File: config.mk
export PLATFORM = sky130hd
export DESIGN_NAME = ydemux2_stage_flat
export DESIGN_NICKNAME = d
export VERILOG_FILES = /design/src/rtl/ydemux2_stage_if.sv /design/src/rtl/ydemux2_stage.sv /design/src/flat_wrapper.sv
export SDC_FILE = /design/constraint.sdc
export NUM_CORES = 1
export LEC_CHECK = 0
export ABC_AREA = 0
export BUFFER_PORTS_ARGS = -buffer_cell sky130_fd_sc_hd__buf_2
export CAP_MARGIN = 5
export CORE_UTILIZATION = 42
export DETAILED_ROUTE_END_ITERATION = 7
export MAX_ROUTING_LAYER = met4
export PLACE_DENSITY_LB_ADDON = 0.08
export RECOVER_POWER = 50
export SLEW_MARGIN = 20
export SYNTH_ARGS = -nofsm -noshare
export SYNTH_HDL_FRONTEND = slang
export SYNTH_SLANG_ARGS = --single-unit
File: constraint.sdc
create_clock -name clk -period 1.7 [get_ports clk]
set_input_delay 0.17 -clock clk [delete_from_list [all_inputs] [get_ports clk]]
set_output_delay 0.17 -clock clk [all_outputs]
set_load 0.02 [all_outputs]
File: src/rtl/ydemux2_stage_if.sv
// ydemux2_stage_if: input handshake, two output channels and accept counters of ydemux2_stage.
interface ydemux2_stage_if #(parameter int WIDTH = 32);
    logic             in_valid;
    logic             in_ready;
    logic [WIDTH-1:0] in_data;
    logic             in_sel;
    logic             out0_valid;
    logic             out0_ready;
    logic [WIDTH-1:0] out0_data;
    logic             out1_valid;
    logic             out1_ready;
    logic [WIDTH-1:0] out1_data;
    logic [7:0]       cnt0;
    logic [7:0]       cnt1;
    modport slave (
        input  in_valid, in_data, in_sel, out0_ready, out1_ready,
        output in_ready, out0_valid, out0_data, out1_valid, out1_data, cnt0, cnt1
    );
    modport master (
        output in_valid, in_data, in_sel, out0_ready, out1_ready,
        input  in_ready, out0_valid, out0_data, out1_valid, out1_data, cnt0, cnt1
    );
endinterface

File: src/rtl/ydemux2_stage.sv
// ydemux2_stage: registered 1-to-2 demux into two single-entry slots; counters built only with YDEMUX2_STAGE_CNT_EN.
module ydemux2_stage #(
    parameter int WIDTH = 32
) (
    input logic             clk,
    input logic             reset,
    ydemux2_stage_if.slave  bus
);
    logic             r_v0, r_v1;
    logic [WIDTH-1:0] r_d0, r_d1;
    logic             w_drain0, w_drain1, w_ready, w_acc0, w_acc1;

    assign w_drain0 = r_v0 & bus.out0_ready;
    assign w_drain1 = r_v1 & bus.out1_ready;
    // a full slot blocks the input even if the other slot is free
    assign w_ready  = bus.in_sel ? (~r_v1 | w_drain1) : (~r_v0 | w_drain0);
    assign w_acc0   = bus.in_valid & w_ready & ~bus.in_sel;
    assign w_acc1   = bus.in_valid & w_ready & bus.in_sel;

    always_ff @(posedge clk or posedge reset) begin
        if (reset) begin
            r_v0 <= 1'b0;
            r_v1 <= 1'b0;
            r_d0 <= '0;
            r_d1 <= '0;
        end else begin
            r_v0 <= w_acc0 | (r_v0 & ~w_drain0);
            r_v1 <= w_acc1 | (r_v1 & ~w_drain1);
            if (w_acc0) r_d0 <= bus.in_data;
            if (w_acc1) r_d1 <= bus.in_data;
        end
    end

`ifdef YDEMUX2_STAGE_CNT_EN
    logic [7:0] r_cnt0, r_cnt1;
    always_ff @(posedge clk or posedge reset) begin
        if (reset) begin
            r_cnt0 <= 8'd0;
            r_cnt1 <= 8'd0;
        end else begin
            if (w_acc0) r_cnt0 <= r_cnt0 + 8'd1;
            if (w_acc1) r_cnt1 <= r_cnt1 + 8'd1;
        end
    end
    assign bus.cnt0 = r_cnt0;
    assign bus.cnt1 = r_cnt1;
`else
    assign bus.cnt0 = 8'd0;
    assign bus.cnt1 = 8'd0;
`endif

    assign bus.in_ready   = w_ready;
    assign bus.out0_valid = r_v0;
    assign bus.out0_data  = r_d0;
    assign bus.out1_valid = r_v1;
    assign bus.out1_data  = r_d1;
endmodule
File: src/flat_wrapper.sv
// flat-port wrapper written by rule: the top's interface ports become plain ports
module ydemux2_stage_flat 
#(
    parameter int WIDTH = 32
)
  (clk, reset, bus_in_valid, bus_in_data, bus_in_sel, bus_out0_ready, bus_out1_ready, bus_in_ready, bus_out0_valid, bus_out0_data, bus_out1_valid, bus_out1_data, bus_cnt0, bus_cnt1);
  ydemux2_stage_if #(.WIDTH(WIDTH)) bus_i ();
  input logic clk;
  input logic reset;
  input wire logic [$bits(bus_i.in_valid)-1:0] bus_in_valid;
  input wire logic [$bits(bus_i.in_data)-1:0] bus_in_data;
  input wire logic [$bits(bus_i.in_sel)-1:0] bus_in_sel;
  input wire logic [$bits(bus_i.out0_ready)-1:0] bus_out0_ready;
  input wire logic [$bits(bus_i.out1_ready)-1:0] bus_out1_ready;
  output wire logic [$bits(bus_i.in_ready)-1:0] bus_in_ready;
  output wire logic [$bits(bus_i.out0_valid)-1:0] bus_out0_valid;
  output wire logic [$bits(bus_i.out0_data)-1:0] bus_out0_data;
  output wire logic [$bits(bus_i.out1_valid)-1:0] bus_out1_valid;
  output wire logic [$bits(bus_i.out1_data)-1:0] bus_out1_data;
  output wire logic [$bits(bus_i.cnt0)-1:0] bus_cnt0;
  output wire logic [$bits(bus_i.cnt1)-1:0] bus_cnt1;
  assign bus_i.in_valid = bus_in_valid;
  assign bus_i.in_data = bus_in_data;
  assign bus_i.in_sel = bus_in_sel;
  assign bus_i.out0_ready = bus_out0_ready;
  assign bus_i.out1_ready = bus_out1_ready;
  assign bus_in_ready = bus_i.in_ready;
  assign bus_out0_valid = bus_i.out0_valid;
  assign bus_out0_data = bus_i.out0_data;
  assign bus_out1_valid = bus_i.out1_valid;
  assign bus_out1_data = bus_i.out1_data;
  assign bus_cnt0 = bus_i.cnt0;
  assign bus_cnt1 = bus_i.cnt1;
  ydemux2_stage #(.WIDTH(WIDTH)) u_core (.clk(clk), .reset(reset), .bus(bus_i));
endmodule
# Yosys cells after proc, flatten, opt, wreduce, memory -nomap -nowiden
# Cells that the tools add are included.
# totals
in_bits	38
register_bits	66
word_cells	21
output_inout_bits	83
# classes
n_mux	1
bitwise	16
# ops
operator	count
$and 1x1->1	7
$not 1->1	5
$or 1x1->1	4
$mux 1	1

# Longest topological paths before layout
# Gate-level depths: netlist of the first run.
# depth
depth_word	6
depth_mapped	4
mapped_depth_nobuf	3

# Worst setup path after synthesis of the first run
# No wires, ideal clock.
# synth_path
kind	reg-to-reg
startpoint	register u_core.r_v0 (netlist: u_core.bus.out0_valid)
endpoint	register u_core.r_d0[0] (netlist: u_core.bus.out0_data[0])
n_path_buf	1
setup_time_ns	0.125
stages_incl_launch_ff	5
arrival_ns	1.350
t_required_ns	1.575
period_less_slack_ns	1.475
path_slack_ns	0.225
cell_sequence	dfrtp_1 nand2b_2 nor3b_4 buf_6 mux2_2
# synth_between
elab_chain_cells	5
elab_cells_between_ends	6
cone_classes	mux (1); bitwise (5)
# synth_lines
element	line	text
start: declaration	ydemux2_stage.sv:9	logic r_v0, r_v1;
start signal: assignment	ydemux2_stage.sv:27	r_v0 <= w_acc0 | (r_v0 & ~w_drain0);
$and 1x1->1 / $not 1->1 (equally long branches)	ydemux2_stage.sv:13, ydemux2_stage.sv:16	
$or 1x1->1 *	ydemux2_stage.sv:16	assign w_ready = bus.in_sel ? (~r_v1 | w_drain1) : (~r_v0 | w_drain0);
$mux 1 *	ydemux2_stage.sv:16	
$and 1x1->1 * (2 in a row)	ydemux2_stage.sv:17	assign w_acc0 = bus.in_valid & w_ready & ~bus.in_sel;
end signal: assignment	ydemux2_stage.sv:29	if (w_acc0) r_d0 <= bus.in_data;
end: declaration	ydemux2_stage.sv:10	logic [WIDTH-1:0] r_d0, r_d1;
# Every way passes the cells marked *; elsewhere a longest branch is shown, timed or not.
# A chain may end at the register's enable or synchronous reset.

# Final worst setup path of the first run
# layout_path
startpoint	register u_core.r_v1 (netlist: u_core.bus.out1_valid)
endpoint	output bus_in_ready
# layout_between
elab_chain_cells	3
elab_cells_between_ends	4
cone_classes	mux (1); bitwise (3)
# layout_lines
element	line	text
start: declaration	ydemux2_stage.sv:9	
start signal: assignment	ydemux2_stage.sv:28	r_v1 <= w_acc1 | (r_v1 & ~w_drain1);
$and 1x1->1 / $not 1->1 (equally long branches)	ydemux2_stage.sv:14, ydemux2_stage.sv:16	
$or 1x1->1 *	ydemux2_stage.sv:16	
$mux 1 *	ydemux2_stage.sv:16	
end: declaration	flat_wrapper.sv:15	output wire logic [$bits(bus_i.in_ready)-1:0] bus_in_ready;
# Marked as above.

==> results.yml, run 1 <==
detailed_routing:
  detail_route.vias_per_cell: 4.617
  maxUsedRoutingLayer: "met4"
  antenna_violating_nets_post_route: 0
  num_vias: 1653
  drt_drc_violations_left: 0
  routedLengthMet1_um: 2188
  route.final.wire_length_um: 5088
  wl_per_cell_um: 14.21
  met2_length_um: 2546
  drt_iter0_drc: 29
  first_pass_iters: 4
  met3_length_um: 284
clocking:
  number_of_clock_sinks: 66
  holdBufCountCts: 1
  clock_transition_at_the_register_clock_pins_on_the_worst_setup_and_hold_paths_after_cts_ns: 0.07
  cts_max_path_buffers: 2
  cts-root-buf: "sky130_fd_sc_hd__clkbuf_8"
  cts_made_buffers: 9
  cts_setup_buffers: 0
  h_tree_level_count: 3
  tritoncts: "built"
  clkLatencyLatePin_ns: 0.32
  ctsResizeCount: 0
timing:
  period_needed_ns: 1.488
  timing.setup.tns_ns: 0
  report.final.slew_viol_count: 0
  setup_repair_after_global_routing_missed_its_margin: "false"
  finalHoldViolCount: 0
  maxSlewHeadroom_pct: 27.93
  period_utilization_post_route_pct: 87.51
  setup_viol: 0
  finClkSkew_ns: 0.005127
  worst_slew_pin_slew_ns: 1.075
  max_frequency_mhz: 672.2
logic_synthesis:
  netlist-cell-type-count: 17
  syn_inst: 164
  yosysTopAreaCell: "sky130_fd_sc_hd__dfrtp_1"
  synthesis.area_per_instance_um2: 16.14
  syn_area_um2: 2648
  top_cells_by_area_synth: "sky130_fd_sc_hd__dfrtp_1 62%, sky130_fd_sc_hd__mux2_2 26%, sky130_fd_sc_hd__buf_4 4.5%"
  synthDominantCellAreaShare_pct: 62.38
  total_of_flip_flops_plus_latches_after_synthesis: 66
  synth-warning-count: 0
  ys_seq_area_share_pct: 62.38
floorplan:
  floorplan.die_area_um2: 6625
  core-area_um2: 5991
  std_cell_rows: 28
  start_util_pct: 44.19
  fp.dieW_um: 81.40
  floorplan.die.height_um: 81.40
  boundaryPins: 121
critical_path:
  cp_slowest_stage_delay_ns: 0.37
  timing_worst_setup_path_type: "register to output pin"
  cp-end-kind: "output pin"
  critical-path-slowest-cell: "sky130_fd_sc_hd__dfrtp_1"
  critPathBufInv: 1
  critical-path-top-delay-family: "flip-flops"
  startpoint_type: "register"
  crit_path_cell_trace: "and2b_1 > a21oi_1 > buf_2"
  required_ns: 1.53
  cp_max_fo: 3
  worstPathArrival_ns: 1.32
cells_and_area:
  antenna_cells: 0
  register_area_um2: 1652
  multi_input_area_um2: 852.1
  syn_to_final_growth_pct: 27.03
  final_net_count: 317
  fraction_of_final_layout_cells_sized_beyond_drive_strength_1_pct: 56.18
  final_cell_area_um2: 3363
  final-instance-count-excl-fill: 358
  fillers: 541
global_routing:
  first_global_vias: 1684
  maximum_number_of_pins_on_one_net_before_global_route_repair: 28
  antenna_found_initial: 0
  overall_routing_resource_usage_pct: 16.66
  global_route_wire_length_before_repair_um: 7928
  globalRouteOverflowTotal: 0
place:
  placed_cells: 342
  postPlaceCellArea_um2: 3224
  gp_congestion: 0.6694
  port_buffer_count: 104
  post-dp-hpwl_um: 3672
power:
  leakage_nw: 1.572
  powerDensity_nw_per_um2: 1259
  p_total_mw: 4.235
  max-vdd-ir-drop_mv: 0.6047
min_path:
  hold_path_class: "primary input to register"
run:
  cap_viol_max_count: 0
outcome:
  outcome: "complete, no violations"
-- state kept, by name, indices dropped and copies added (netlist names) --
signal / count
u_core.bus.out0_valid: 1
u_core.bus.out1_valid: 1
u_core.bus.out1_data: 32
u_core.bus.out0_data: 32
-- placed cells by master, fill, tap and decap left out --
cell                            instances
sky130_fd_sc_hd__or2b_1                 1
sky130_fd_sc_hd__inv_1                  1
sky130_fd_sc_hd__clkbuf_1              32
sky130_fd_sc_hd__nand2b_2               1
sky130_fd_sc_hd__nor3b_4                1
sky130_fd_sc_hd__nor2_4                 1
sky130_fd_sc_hd__buf_2                 73
sky130_fd_sc_hd__nand2_1                1
sky130_fd_sc_hd__dfrtp_1               66
sky130_fd_sc_hd__clkbuf_8              11
sky130_fd_sc_hd__buf_12                 4
sky130_fd_sc_hd__conb_1                16
sky130_fd_sc_hd__mux2_1                 2
sky130_fd_sc_hd__mux2_2                62
sky130_fd_sc_hd__clkinvlp_2             1
sky130_fd_sc_hd__a21oi_1                1
sky130_fd_sc_hd__nor2_1                 1
sky130_fd_sc_hd__and2b_1                1
sky130_fd_sc_hd__o21ai_0                1
sky130_fd_sc_hd__dlygate4sd3_1          1
sky130_fd_sc_hd__buf_4                  2
sky130_fd_sc_hd__clkinv_2               3
-- through the flow --
step           hold WS (ns)  util (%)  worst slack (ns)
2_1_floorplan        0.2791         -            0.2250
3_3_place_gp         0.2440     53.82            0.2777
3_5_place_dp         0.2377     53.82            0.2497
4_1_cts             0.05820     56.83            0.2012
5_1_grt             0.07329     56.14            0.1667
6_report            0.07195     56.14            0.2122
-- layout make-up --
cell class	count	share of cell area (%)
Clock inverter	3	0.4464
Clock buffer	12	4.613
Multi-Input combinational cell	89	25.33
Sequential cell	66	49.11
Tap cell	75	2.790
Inverter	2	0.2604
Timing Repair Buffer	111	17.45
-- cell families (layout without fill, tap and decap cells) --
| kind of cell | Yosys count | count (layout) | share of synthesized area, % |
|---|---|---|---|
| mux | 64 | 64 | 27.22 |
| simple gates | 7 | 7 | 2.316 |
| flops | 66 | 66 | 62.38 |
| compound gates | 2 | 2 | 0.3777 |
| other cells | 1 | 16 | 0.1416 |
| buf+inv | 24 | 128 | 7.562 |
-- report_power, final --
group	switching, mW	internal, mW	total, mW
logic	0.667	0.438	1.11
registers	0.134	1.85	1.99
clock network	0.549	0.594	1.14
-- final timing paths --
| kind | from | to | slack, ns | cells after the start |
|---|---|---|---|---|
| setup reg to reg | u_core.bus.out1_valid | u_core.bus.out1_data[23] | 0.24 | 4 |
| hold reg to reg | u_core.bus.out1_data[24] | u_core.bus.out1_data[24] | 0.49 | 1 |
| setup / recovery | u_core.bus.out1_valid | bus_in_ready | 0.21 | 3 |
| hold / removal | bus_in_data[24] | u_core.bus.out1_data[24] | 0.07 | 2 |
| max in group asynchronous | reset | u_core.bus.out0_data[26] | 0.47 | 4 |
| min in group asynchronous | reset | u_core.bus.out0_data[8] | 0.60 | 3 |
-- synthesized netlist by cell type (all sizes together) --
cell type / instances
dfrtp: 66
mux2: 64
buf: 20
clkbuf: 2
inv: 2
nor2: 2
a21oi: 1
and2b: 1
conb: 1
nand2: 1
nand2b: 1
nor3b: 1
o21ai: 1
or2b: 1
-- per-layer routing --
layer  up-vias  GRT usage (%)
li1        767              -
met1       818          19.54
met2        60          27.00
met3         8          4.045
met4         0          7.500
met5         -              -
No activity file was read; power rests on OpenSTA's default activity.
==> inputs of run 2 (changes only) <==
==> constraint.sdc (replaced) <==
create_clock -name clk -period 1.7 [get_ports clk]
set_input_delay 0.34 -clock clk [delete_from_list [all_inputs] [get_ports clk]]
set_output_delay 0.34 -clock clk [all_outputs]
set_load 0.02 [all_outputs]
==> results.yml, run 2 (synthesis results as in run 1) <==
outcome:
  outcome: "complete, no violations"
power:
  powerDensity_nw_per_um2: 1310
  leakage_nw: 1.561
  p_total_mw: 4.378
  max-vdd-ir-drop_mv: 0.7117
cells_and_area:
  mostFrequentLayoutCell: "sky130_fd_sc_hd__buf_2"
  multi_input_area_um2: 852.1
  most-common-layout-cells: "73 x sky130_fd_sc_hd__buf_2, 66 x sky130_fd_sc_hd__dfrtp_1, 62 x sky130_fd_sc_hd__mux2_2"
  antenna_cells: 0
  register_area_um2: 1652
  fraction_of_final_layout_cells_sized_beyond_drive_strength_1_pct: 55.67
  fillers: 528
  syn_to_final_growth_pct: 26.28
  final_net_count: 315
critical_path:
  startpoint_type: "register"
  critical-path-top-delay-family: "flip-flops"
  required_ns: 1.36
  cp-end-kind: "output pin"
  timing_worst_setup_path_type: "register to output pin"
  crit_path_cell_trace: "and2b_1 > a21oi_1 > buf_2"
  critical-path-slowest-cell: "sky130_fd_sc_hd__dfrtp_1"
  cp_slowest_stage_delay_ns: 0.39
  critPathBufInv: 1
  setup.reg_to_reg.worst_slack_ns: 0.27
  worstPathArrival_ns: 1.23
  cp_max_fo: 3
floorplan:
  floorplan.die.height_um: 81.40
  core-area_um2: 5991
  boundaryPins: 121
  floorplan.die_area_um2: 6625
  std_cell_rows: 28
  fp.dieW_um: 81.40
  start_util_pct: 44.19
detailed_routing:
  drt_iter0_drc: 34
  route.final.wire_length_um: 4894
  num_vias: 1593
  antenna_violating_nets_post_route: 0
  drt_drc_violations_left: 0
  detail_route.vias_per_cell: 4.462
  wl_per_cell_um: 13.71
  first_pass_iters: 4
clocking:
  cts_made_buffers: 9
  tritoncts: "built"
  ctsResizeCount: 0
  clkLatencyLatePin_ns: 0.32
  h_tree_level_count: 3
  number_of_clock_sinks: 66
  clock_transition_at_the_register_clock_pins_on_the_worst_setup_and_hold_paths_after_cts_ns: 0.07
  cts_setup_buffers: 0
  cts_max_path_buffers: 2
  holdBufCountCts: 0
  cts-root-buf: "sky130_fd_sc_hd__clkbuf_8"
timing:
  period_needed_ns: 1.570
  worst_slew_pin_slew_ns: 0.8945
  max_frequency_mhz: 636.8
  finalHoldViolCount: 0
  finClkSkew_ns: 0.01081
  period_utilization_post_route_pct: 92.38
  setup_viol: 0
  maxSlewHeadroom_pct: 40.04
  report.final.slew_viol_count: 0
  setup_repair_after_global_routing_missed_its_margin: "false"
  timing.setup.tns_ns: 0
global_routing:
  maximum_number_of_pins_on_one_net_before_global_route_repair: 33
  globalRouteOverflowTotal: 0
  overall_routing_resource_usage_pct: 16.12
  antenna_found_initial: 0
  first_global_vias: 1545
  global_route_wire_length_before_repair_um: 7493
place:
  port_buffer_count: 104
  gp_congestion: 0.7563
  post-dp-hpwl_um: 3476
min_path:
  hold_path_class: "primary input to async pin"
run:
  cap_viol_max_count: 0
run 2: power breakdown:
group | total (mW) | internal (mW) | switching (mW)
Sequential | 1.99 | 1.85 | 0.133
Combinational | 1.09 | 0.427 | 0.663
Clock | 1.30 | 0.758 | 0.545
Total | 4.38 | 3.04 | 1.34
run 2: final timing paths:
path	startpoint	endpoint	cells after the start
worst min-delay path	reset	u_core.bus.out0_data[3]	2
worst min register to register	u_core.bus.out1_data[25]	u_core.bus.out1_data[25]	1
worst max register to register	u_core.bus.out1_valid	u_core.bus.out1_data[7]	4
max in group asynchronous	reset	u_core.bus.out0_data[16]	3
min in group clk	bus_in_data[25]	u_core.bus.out1_data[25]	2
worst max-delay path	u_core.bus.out1_valid	bus_in_ready	3
run 2: cell type report:
type	instances	area share (%)
flip-flops and latches	66	49.40
multi-input cells	89	25.49
repair buffers	109	16.13
clock buffers	14	4.865
well taps	75	2.807
clock inverters	2	1.048
inverters	2	0.2620
run 2: metrics by stage:
| stage | setup WS [ns] | hold slack [ns] | util [%] | cells | cell area (um^2) |
|---|---|---|---|---|---|
| after floorplan | 0.2250 | 0.4491 | - | 179 | 2708 |
| after global placement | 0.2351 | 0.4101 | 53.70 | 341 | 3217 |
| after detailed placement | 0.2115 | 0.4085 | 53.70 | 341 | 3217 |
| after CTS | 0.09451 | 0.05140 | 57.00 | 357 | 3415 |
| after global routing | 0.03386 | 0.2272 | 55.81 | 357 | 3343 |
| final | 0.1296 | 0.1444 | 55.81 | 357 | 3343 |
run 2: metal layers:
| layer | GRT usage [%] | up-vias | part of all wire (%) |
|---|---|---|---|
| li1 | - | 761 | - |
| met1 | 20.12 | 768 | 44 |
| met2 | 24.00 | 58 | 49 |
| met3 | 4.045 | 6 | 5.4 |
| met4 | 8.571 | 0 | 1.2 |
| met5 | - | - | 0 |
